[src/rtl/hazard_control_unit.sv]
// Hazard controller for an N-stage in-order pipeline: merges stall requests and
// prioritised redirects into per-register stall/flush controls, with perf counters and a stall watchdog.
module hazard_control_unit #(
  parameter int NUM_STAGES   = 5,
  parameter int NUM_REDIRECT = 2,
  parameter int ADDR_WIDTH   = 32,
  parameter int CNT_WIDTH    = 32,
  parameter int WDOG_CYCLES  = 1024,
  localparam int STG_W       = $clog2(NUM_STAGES),
  localparam int SEL_W       = $clog2(NUM_STAGES + NUM_REDIRECT + 1)
) (
  input  logic                               clk,
  input  logic                               rst,
  input  logic [NUM_STAGES-1:0]              stage_stall_req,
  input  logic [NUM_REDIRECT-1:0]            redirect_valid,
  input  logic [NUM_REDIRECT*STG_W-1:0]      redirect_stage,
  input  logic [NUM_REDIRECT*ADDR_WIDTH-1:0] redirect_target,
  output logic [NUM_REDIRECT-1:0]            redirect_ready,
  output logic [NUM_STAGES-1:0]              reg_stall,
  output logic [NUM_STAGES-1:0]              reg_flush,
  output logic                               load_pc_we,
  output logic [ADDR_WIDTH-1:0]              load_pc_new_pc,
  input  logic [SEL_W-1:0]                   perf_sel,
  input  logic                               perf_clear,
  output logic [CNT_WIDTH-1:0]               perf_data,
  output logic                               hang
);

  function automatic logic [CNT_WIDTH-1:0] sat_inc(input logic [CNT_WIDTH-1:0] v);
    return (&v) ? v : v + {{(CNT_WIDTH-1){1'b0}}, 1'b1};
  endfunction

  logic [NUM_STAGES-1:0]   stall_chain_s;
  logic                    chain_acc_s;
  logic [NUM_REDIRECT-1:0] stage_ok_s;
  logic                    take_s;
  logic                    win_found_s;
  logic [STG_W-1:0]        win_stage_s;
  logic [NUM_REDIRECT-1:0] win_onehot_s;
  logic [ADDR_WIDTH-1:0]   win_target_s;
  logic [NUM_STAGES-1:0]   redir_mask_s;
  logic [NUM_STAGES-1:0]   base_flush_s;
  logic                    wdog_inc_s;
  logic [CNT_WIDTH-1:0]    perf_mux_s;

  logic [CNT_WIDTH-1:0] stall_cnt_q [NUM_STAGES];
  logic [CNT_WIDTH-1:0] stall_cnt_d [NUM_STAGES];
  logic [CNT_WIDTH-1:0] redir_cnt_q [NUM_REDIRECT];
  logic [CNT_WIDTH-1:0] redir_cnt_d [NUM_REDIRECT];
  logic [CNT_WIDTH-1:0] wdog_cnt_q, wdog_cnt_d;
  logic                 hang_q, hang_d;
  logic [CNT_WIDTH-1:0] perf_data_q, perf_data_d;

  // stall_chain[k]: some stage at or downstream of k (excluding WB) is stalled
  always_comb begin
    stall_chain_s = '0;
    chain_acc_s   = 1'b0;
    for (int k = NUM_STAGES - 2; k >= 0; k--) begin
      chain_acc_s      = chain_acc_s | stage_stall_req[k];
      stall_chain_s[k] = chain_acc_s;
    end
  end

  // A source is blockable only by stalls at or below its own stage
  always_comb begin
    stage_ok_s = '0;
    for (int r = 0; r < NUM_REDIRECT; r++) begin
      if (int'(redirect_stage[r*STG_W +: STG_W]) < NUM_STAGES) begin
        stage_ok_s[r] = ~stall_chain_s[redirect_stage[r*STG_W +: STG_W]];
      end else begin
        stage_ok_s[r] = 1'b0;
      end
    end
  end

  // Strict '>' keeps the lowest index on equal stages
  always_comb begin
    take_s       = 1'b0;
    win_found_s  = 1'b0;
    win_stage_s  = '0;
    win_onehot_s = '0;
    win_target_s = redirect_target[ADDR_WIDTH-1:0];
    for (int r = 0; r < NUM_REDIRECT; r++) begin
      take_s = redirect_valid[r] & stage_ok_s[r] &
               (~win_found_s | (redirect_stage[r*STG_W +: STG_W] > win_stage_s));
      win_found_s  = win_found_s | take_s;
      win_stage_s  = take_s ? redirect_stage[r*STG_W +: STG_W] : win_stage_s;
      win_onehot_s = take_s ? (NUM_REDIRECT'(1) << r) : win_onehot_s;
      win_target_s = take_s ? redirect_target[r*ADDR_WIDTH +: ADDR_WIDTH] : win_target_s;
    end
  end

  // Per-register masks: bubble behind a stalled stage, redirect span 0..winner stage
  always_comb begin
    base_flush_s = '0;
    redir_mask_s = '0;
    for (int k = 0; k < NUM_STAGES; k++) begin
      redir_mask_s[k] = win_found_s & ~rst & (k <= int'(win_stage_s));
      if (k > 0) begin
        base_flush_s[k] = stage_stall_req[k-1] & ~stall_chain_s[k];
      end else begin
        base_flush_s[k] = 1'b0;
      end
    end
  end

  // Pipeline controls, overridden while in reset
  always_comb begin
    reg_stall      = '0;
    reg_flush      = '0;
    load_pc_we     = 1'b0;
    load_pc_new_pc = redirect_target[ADDR_WIDTH-1:0];
    redirect_ready = '0;
    if (rst) begin
      reg_flush = {{(NUM_STAGES-1){1'b1}}, 1'b0};
    end else begin
      reg_stall      = stall_chain_s & ~redir_mask_s;
      reg_flush      = base_flush_s | (redir_mask_s & {{(NUM_STAGES-1){1'b1}}, 1'b0});
      load_pc_we     = win_found_s;
      load_pc_new_pc = win_found_s ? win_target_s : redirect_target[ADDR_WIDTH-1:0];
      redirect_ready = win_onehot_s;
    end
  end

  // Counter readout mux over the current (pre-edge) counter values
  always_comb begin
    perf_mux_s = '0;
    for (int s = 0; s < NUM_STAGES; s++) begin
      perf_mux_s = (perf_sel == SEL_W'(s)) ? stall_cnt_q[s] : perf_mux_s;
    end
    for (int r = 0; r < NUM_REDIRECT; r++) begin
      perf_mux_s = (perf_sel == SEL_W'(NUM_STAGES + r)) ? redir_cnt_q[r] : perf_mux_s;
    end
    perf_mux_s = (perf_sel == SEL_W'(NUM_STAGES + NUM_REDIRECT)) ? wdog_cnt_q : perf_mux_s;
  end

  // Counter, watchdog and readout next state; perf_clear beats increments
  always_comb begin
    wdog_inc_s = (|stage_stall_req[NUM_STAGES-2:0]) & ~load_pc_we;
    for (int s = 0; s < NUM_STAGES; s++) begin
      stall_cnt_d[s] = perf_clear ? '0 :
                       (stage_stall_req[s] ? sat_inc(stall_cnt_q[s]) : stall_cnt_q[s]);
    end
    for (int r = 0; r < NUM_REDIRECT; r++) begin
      redir_cnt_d[r] = perf_clear ? '0 :
                       (redirect_ready[r] ? sat_inc(redir_cnt_q[r]) : redir_cnt_q[r]);
    end
    wdog_cnt_d  = perf_clear ? '0 : (wdog_inc_s ? sat_inc(wdog_cnt_q) : '0);
    hang_d      = perf_clear ? 1'b0 :
                  (hang_q | (wdog_inc_s & (wdog_cnt_q == CNT_WIDTH'(WDOG_CYCLES - 1))));
    perf_data_d = perf_mux_s;
  end

  // State registers with synchronous reset
  always_ff @(posedge clk) begin
    if (rst) begin
      for (int s = 0; s < NUM_STAGES; s++) stall_cnt_q[s] <= '0;
      for (int r = 0; r < NUM_REDIRECT; r++) redir_cnt_q[r] <= '0;
      wdog_cnt_q  <= '0;
      hang_q      <= 1'b0;
      perf_data_q <= '0;
    end else begin
      for (int s = 0; s < NUM_STAGES; s++) stall_cnt_q[s] <= stall_cnt_d[s];
      for (int r = 0; r < NUM_REDIRECT; r++) redir_cnt_q[r] <= redir_cnt_d[r];
      wdog_cnt_q  <= wdog_cnt_d;
      hang_q      <= hang_d;
      perf_data_q <= perf_data_d;
    end
  end

  assign perf_data = perf_data_q;
  assign hang      = hang_q;

endmodule

[config.mk]
export PLATFORM = sky130hd
export DESIGN_NAME = hazard_control_unit
export DESIGN_NICKNAME = d
export VERILOG_FILES = /design/src/rtl/hazard_control_unit.sv
export SDC_FILE = /design/constraint.sdc
export NUM_CORES = 1
export LEC_CHECK = 0
export CAP_MARGIN = 20
export CORE_UTILIZATION = 62
export CTS_BUF_LIST = sky130_fd_sc_hd__clkbuf_4 sky130_fd_sc_hd__clkbuf_8 sky130_fd_sc_hd__clkbuf_16
export CTS_CLUSTER_SIZE = 10
export DETAILED_ROUTE_END_ITERATION = 16
export PLACE_DENSITY = 0.86
export SLEW_MARGIN = 20
export SYNTH_ARGS = -nofsm -noshare
export SYNTH_HDL_FRONTEND = slang
export SYNTH_SLANG_ARGS = --single-unit
[constraint.sdc]
create_clock -name clk -period 9.1 [get_ports clk]
set_clock_uncertainty 0.05 [all_clocks]
set_input_delay 2.275 -clock clk [delete_from_list [all_inputs] [get_ports clk]]
set_output_delay 2.275 -clock clk [all_outputs]
set_load 0.005 [all_outputs]
; ---- After elaboration in Yosys (flattened, before gate mapping)
; Memories as Yosys holds them, arrays and structs flattened.
; Index checks and enable logic that the tools add are counted.
[totals]
register_bits = 65
ram_bits = 224
inputBits = 83
out_inout_bits = 78
elab_cells = 136
n_memories = 2
[memory_table]
columns = name, words, width, read_ports, rd_ports_with_merged_regs, wr, line_no
row1 = stall_cnt_q, 5, 32, 5, 0, 5, 46  ; logic [CNT_WIDTH-1:0] stall_cnt_q [NUM_STAGES];
row2 = redir_cnt_q, 2, 32, 2, 0, 2, 48  ; logic [CNT_WIDTH-1:0] redir_cnt_q [NUM_REDIRECT];
[op_classes]
addsub = 8
n_lt_le_gt_ge = 9
eq_ne = 8
muxes = 56
bitwise = 38
reduce_logical = 12
[op_table]
columns = cell, n
row1 = $mux 32, 39
row2 = $add 32x1->32 const B, 8
row3 = $reduce_and 32->1, 8
row4 = $eq 32x10->1 const B, 1
row5 = $and 1x1->1, 13
row6 = $or 1x1->1, 13
row7 = $eq 3x3->1 const B, 4
row8 = $mux 5, 2
row9 = $mux 1, 9
row10 = $not 1->1, 9
row11 = $lt 3x4->1 const B, 2
row12 = $bmux 1 s3, 2
row13 = $eq 3x2->1 const B, 2
row14 = $le 2x3->1 const A, 2
row15 = $lt 3x3->1 const B, 2
row16 = $mux 3, 2
row17 = $and 4x5->5, 1
row18 = $not 5->5, 1
row19 = $or 5x5->5, 1
row20 = $mux 2, 2
row21 = $reduce_or 4->1, 1
row22 = $eq 3x1->1 const B, 1
row23 = $gt 3x3->1, 1
row24 = $le 1x3->1 const A, 1
row25 = other kinds (4), 4

; ---- Logic depth before layout (Yosys ltp)
[depth]
word_depth = 18
depth_mapped = 15
mapped_depth_nobuf = 11

; ---- Least setup slack after synthesis
; OpenSTA, ideal clock, no wires.
[synth_timing]
kind = input to output
from = in stage_stall_req[2]
to = out load_pc_new_pc[16]
arrival_ns = 5.257
required_time_ns = 6.775
setup_slack_ns = 1.518
path_stages = 14
path_cell_list = buf_6 > or3_4 > a211o_1 > a21oi_4 > nand2_1 > ha_1 > nor2b_1 > o21a_1 > o21ai_0 > a211o_1 > buf_6 > buf_6 > buf_2 > mux2_2
[synth_between]
elab_chain_len = 15
elab_cells_between_ends = 22
cone_classes = order compare: 1 / mux: 10 / bitwise: 11
[synth_lines]
columns = element, line_no
row1 = "start, declared", 14  ; input logic [NUM_STAGES-1:0] stage_stall_req,
row2 = $or 1x1->1 (*), 59  ; chain_acc_s = chain_acc_s | stage_stall_req[k];
row3 = $or 1x1->1 (2 in series), 59
row4 = $bmux 1 s3, 69  ; stage_ok_s[r] = ~stall_chain_s[redirect_stage[r*STG_W +: STG_W]];
row5 = $mux 1 (not written as such), 69
row6 = $not 1->1, 69
row7 = $mux 1, 68  ; if (int'(redirect_stage[r*STG_W +: STG_W]) < NUM_STAGES) begin
row8 = $and 1x1->1, 84  ; take_s = redirect_valid[r] & stage_ok_s[r] &
row9 = $mux 3, 87  ; win_stage_s = take_s ? redirect_stage[r*STG_W +: STG_W] : win_stage_s;
row10 = $gt 3x3->1, 85  ; (~win_found_s | (redirect_stage[r*STG_W +: STG_W] > win_stage_s));
row11 = $or 1x1->1, 85
row12 = $and 1x1->1, 84
row13 = $mux 32 or $or 1x1->1 (tied branches), "89, 86"
row14 = $mux 32 (*), 120  ; load_pc_new_pc = win_found_s ? win_target_s : redirect_target[ADDR_WIDTH-1:0];
row15 = $mux 32 (*), 114  ; if (rst) begin
row16 = "end, declared", 22  ; output logic [ADDR_WIDTH-1:0] load_pc_new_pc,
; Mark *: on every way between the ends. The rest lies on a longest branch, timed or not. The select of a mux whose other input is x is not followed.

; ---- Worst setup path after layout
[layout_timing]
from = in stage_stall_req[1]
to = out load_pc_new_pc[31]
[layout_between]
elab_chain_len = 14
elab_cells_between_ends = 21
cone_classes = order compare: 1 / mux: 10 / bitwise: 10
[layout_lines]
columns = element, line_no
row1 = $or 1x1->1 (*), 59
row2 = $or 1x1->1, 59
row3 = $bmux 1 s3, 69
row4 = $mux 1 (not written as such), 69
row5 = $not 1->1, 69
row6 = $mux 1, 68
row7 = $and 1x1->1, 84
row8 = $mux 3, 87
row9 = $gt 3x3->1, 85
row10 = $or 1x1->1, 85
row11 = $and 1x1->1, 84
row12 = $mux 32 or $or 1x1->1 (tied branches), "89, 86"
row13 = $mux 32 (*), 120
row14 = $mux 32 (*), 114
; Marks and branches as above.

==> metrics.cfg <==
[outcome]
result_of_the_run=finished clean

[yosys]
post-synth-top-area-fraction_pct=36.65
synth_flop_cell=sky130_fd_sc_hd__dfxtp_1
async_flop_share_pct=0
synth-edff-count=0
synth_most_common_cell=sky130_fd_sc_hd__dfxtp_1
synth_area_leaders=sky130_fd_sc_hd__dfxtp_1, sky130_fd_sc_hd__nor2_1, sky130_fd_sc_hd__xor2_1, sky130_fd_sc_hd__mux4_2, sky130_fd_sc_hd__nand2_1
synth_top_area_cell=sky130_fd_sc_hd__dfxtp_1
synth_sequential_area_ratio_pct=36.65
synth_warnings=0
synth.avg_cell_area_sq_um=8.366
synth_area_sq_um=15790
synth_common_cells=sky130_fd_sc_hd__dfxtp_1, sky130_fd_sc_hd__nor2_1, sky130_fd_sc_hd__nand2_1, sky130_fd_sc_hd__nand3_1, sky130_fd_sc_hd__o21ai_0
ys_ff_latch=289
post_synth_num_cell_types=71
synth_cells=1887

[timing]
period_share_pct=96.57
setup_violations=0
post-route-worst-setup-slack_ns=0.3122
setup_total_negative_slack_ns=0
hold_viol=0
tightest_slew_ns=1.027
slew_headroom_pct=30.93
worst_hold_slack_ns=0.4336
final-max-slew-violation-count=0
achievable-frequency_mhz=113.8
rsz0062_at_grt=no
finalWorstPathRequiredPeriod_ns=8.788

[die]
floorplan.die_area_sq_um=26100
row_count=58
core_area_sq_um=25110
floorplan.initialDensity_pct=62.87
die-width_um=161.6
chipHeight_um=161.6
top_level_ports=161

[cells_and_area]
layout-area-overhead-vs-synth_pct=16.90
net_count_reported_at_finish=2087
diodes=0
postLayoutCoreUtil_pct=73.50
post_route_cells_drive_above_1_share_pct=7.500
finalInstanceArea_sq_um=18450

[power]
p_int_w=0.002154
max-vdd-ir-drop_mv=0.1745
switching_share_pct=22.58
power_frac_clock_pct=46.0
switchingPower_w=0.0006284
sequentialPowerShare_pct=46.0
p_comb_share_pct=8.0
leakage_nw=6.001
power.density_cell_area_nw_per_um2=150.8

[grt]
grt_antenna_before_repair=1
grt_pass1_wl_mm=74.98
pin_count_of_the_biggest_net_entering_global_routing=188
grtUsageTotal_pct=35.94
globalRouteOverflowTotal=0
grt_pass1_vias=14137

[worst_hold_path]
hold_class=flip-flop to flip-flop

[placement]
dpl_cell_area_sq_um=17420
hpwl_mm=33.88
pre_cts_worst_setup_slack_ns=0.3779
routabilityCongestion=0.9664
port-buffer-count=158

[routing]
drt_first_pass_iters=6
route.vias.total=15523
drt_drc_violations_left=0
viasPerCell=6.662
totalWireLength_mm=48.07
drt.antenna.violating_nets=0
detailedRoute.firstIterationViolations=1766
routedWlPerCell_um=20.63

[clock_network]
post-cts-setup-buffer-count=0
worst_setup_hold_path_clk_slew_ns=0.06
cts_tree=yes
cts_made_buffers=35
ctsLongestPathBuffers=3
worstSkewPairLatency_ns=0.52
clock-sinks=289
htreeDepth=2
post_cts_resize_count=0
cts.hold.buffers_added=0
root_buffer=sky130_fd_sc_hd__clkbuf_16

[setup_path]
crit_type=input port to output pin
rrSetupSlack_ns=6.28
worstPathMaxFanout=34
critPathRequiredTime_ns=6.78
worst_ep_arrival_time_ns=6.46
critical_path_capture_point_type=output pin
cp-start-kind=input port

[flow_run]
max-cap-violations=0

-- cell families after synthesis --
kind of cell	Yosys count	share of synthesized area [%]
buf+inv	133	3.670
simple gates	884	28.55
other cells	1	0.02375
mux	114	9.804
flops	289	36.65
fa+ha+maj	11	0.8718
xor+xnor	138	7.656
compound gates	317	12.78
-- worst paths after layout --
path                      startpoint                 end  cells after the start
setup reg to reg   redir_cnt_q[0][0]  redir_cnt_q[0][19]                      7
hold / removal    redir_cnt_q[0][48]  redir_cnt_q[0][48]                      2
setup / recovery  stage_stall_req[1]  load_pc_new_pc[31]                     13
hold reg to reg   redir_cnt_q[0][48]  redir_cnt_q[0][48]                      2
-- per-layer routing --
layer | up-vias | routed length [um] | track usage (%)
met5 | - | 9 | 0
met4 | 2 | 2601 | 19.94
met3 | 174 | 4337 | 5.752
met2 | 808 | 22700 | 59.05
met1 | 7387 | 18420 | 45.07
li1 | 7152 | - | -
-- layout make-up --
| class | instances | area (sq um) |
|---|---|---|
| Tap cell | 330 | 412.9 |
| Fill cell | 1849 | 6655 |
| Multi-Input combinational cell | 1466 | 9438 |
| Inverter | 29 | 108.9 |
| Clock buffer | 43 | 977.2 |
| Timing Repair Buffer | 172 | 1702 |
| Clock inverter | 1 | 30.03 |
| Sequential cell | 289 | 5786 |
-- registers in the layout (all words and copies together), names as in the netlist --
name,flops
hang,1
perf_data,32
redir_cnt_q,64
stall_cnt_q,160
wdog_cnt_q,32
-- placed cells by master, fill, tap and decap left out, types with 51 or more instances in the layout --
cell and n:
sky130_fd_sc_hd__a21oi_1 86, sky130_fd_sc_hd__clkdlybuf4s50_1 154, sky130_fd_sc_hd__dfxtp_1 289, sky130_fd_sc_hd__nand2_1 160
sky130_fd_sc_hd__nand3_1 99, sky130_fd_sc_hd__nand4_1 79, sky130_fd_sc_hd__nor2_1 252, sky130_fd_sc_hd__o21ai_0 98
sky130_fd_sc_hd__or3_1 72, sky130_fd_sc_hd__xnor2_1 51, sky130_fd_sc_hd__xor2_1 87
-- critical path, cell delays in order --
cell and delay (ns):
sky130_fd_sc_hd__clkdlybuf4s50_1 0.57, sky130_fd_sc_hd__or3_4 0.43, sky130_fd_sc_hd__a211o_1 0.29, sky130_fd_sc_hd__a21oi_4 0.24, sky130_fd_sc_hd__nand2_1 0.08, sky130_fd_sc_hd__ha_1 0.29, sky130_fd_sc_hd__nor2b_1 0.14, sky130_fd_sc_hd__o21a_1 0.16
sky130_fd_sc_hd__o21ai_0 0.49, sky130_fd_sc_hd__a211o_2 0.23, sky130_fd_sc_hd__buf_4 0.38, sky130_fd_sc_hd__mux2_2 0.40, sky130_fd_sc_hd__clkdlybuf4s50_1 0.46
-- stage by stage --
step	total power, W	std cells
floorplan	0.001413	1888
finish	0.002783	2330
global placement	0.001519	2285
global route	0.002849	2330
CTS	0.002782	2329
detailed placement	0.001522	2285
-- power groups by stage --
stage                     clock network, W  logic (W)  registers (W)
after detailed placement                 0   0.000216        0.00131
after global routing               0.00134   0.000234        0.00128
after global placement                   0   0.000213        0.00131
after floorplan                          0   0.000107        0.00131
after CTS                          0.00129   0.000217        0.00128
final                              0.00128   0.000222        0.00128
No activity file was read; power rests on OpenSTA's default activity.
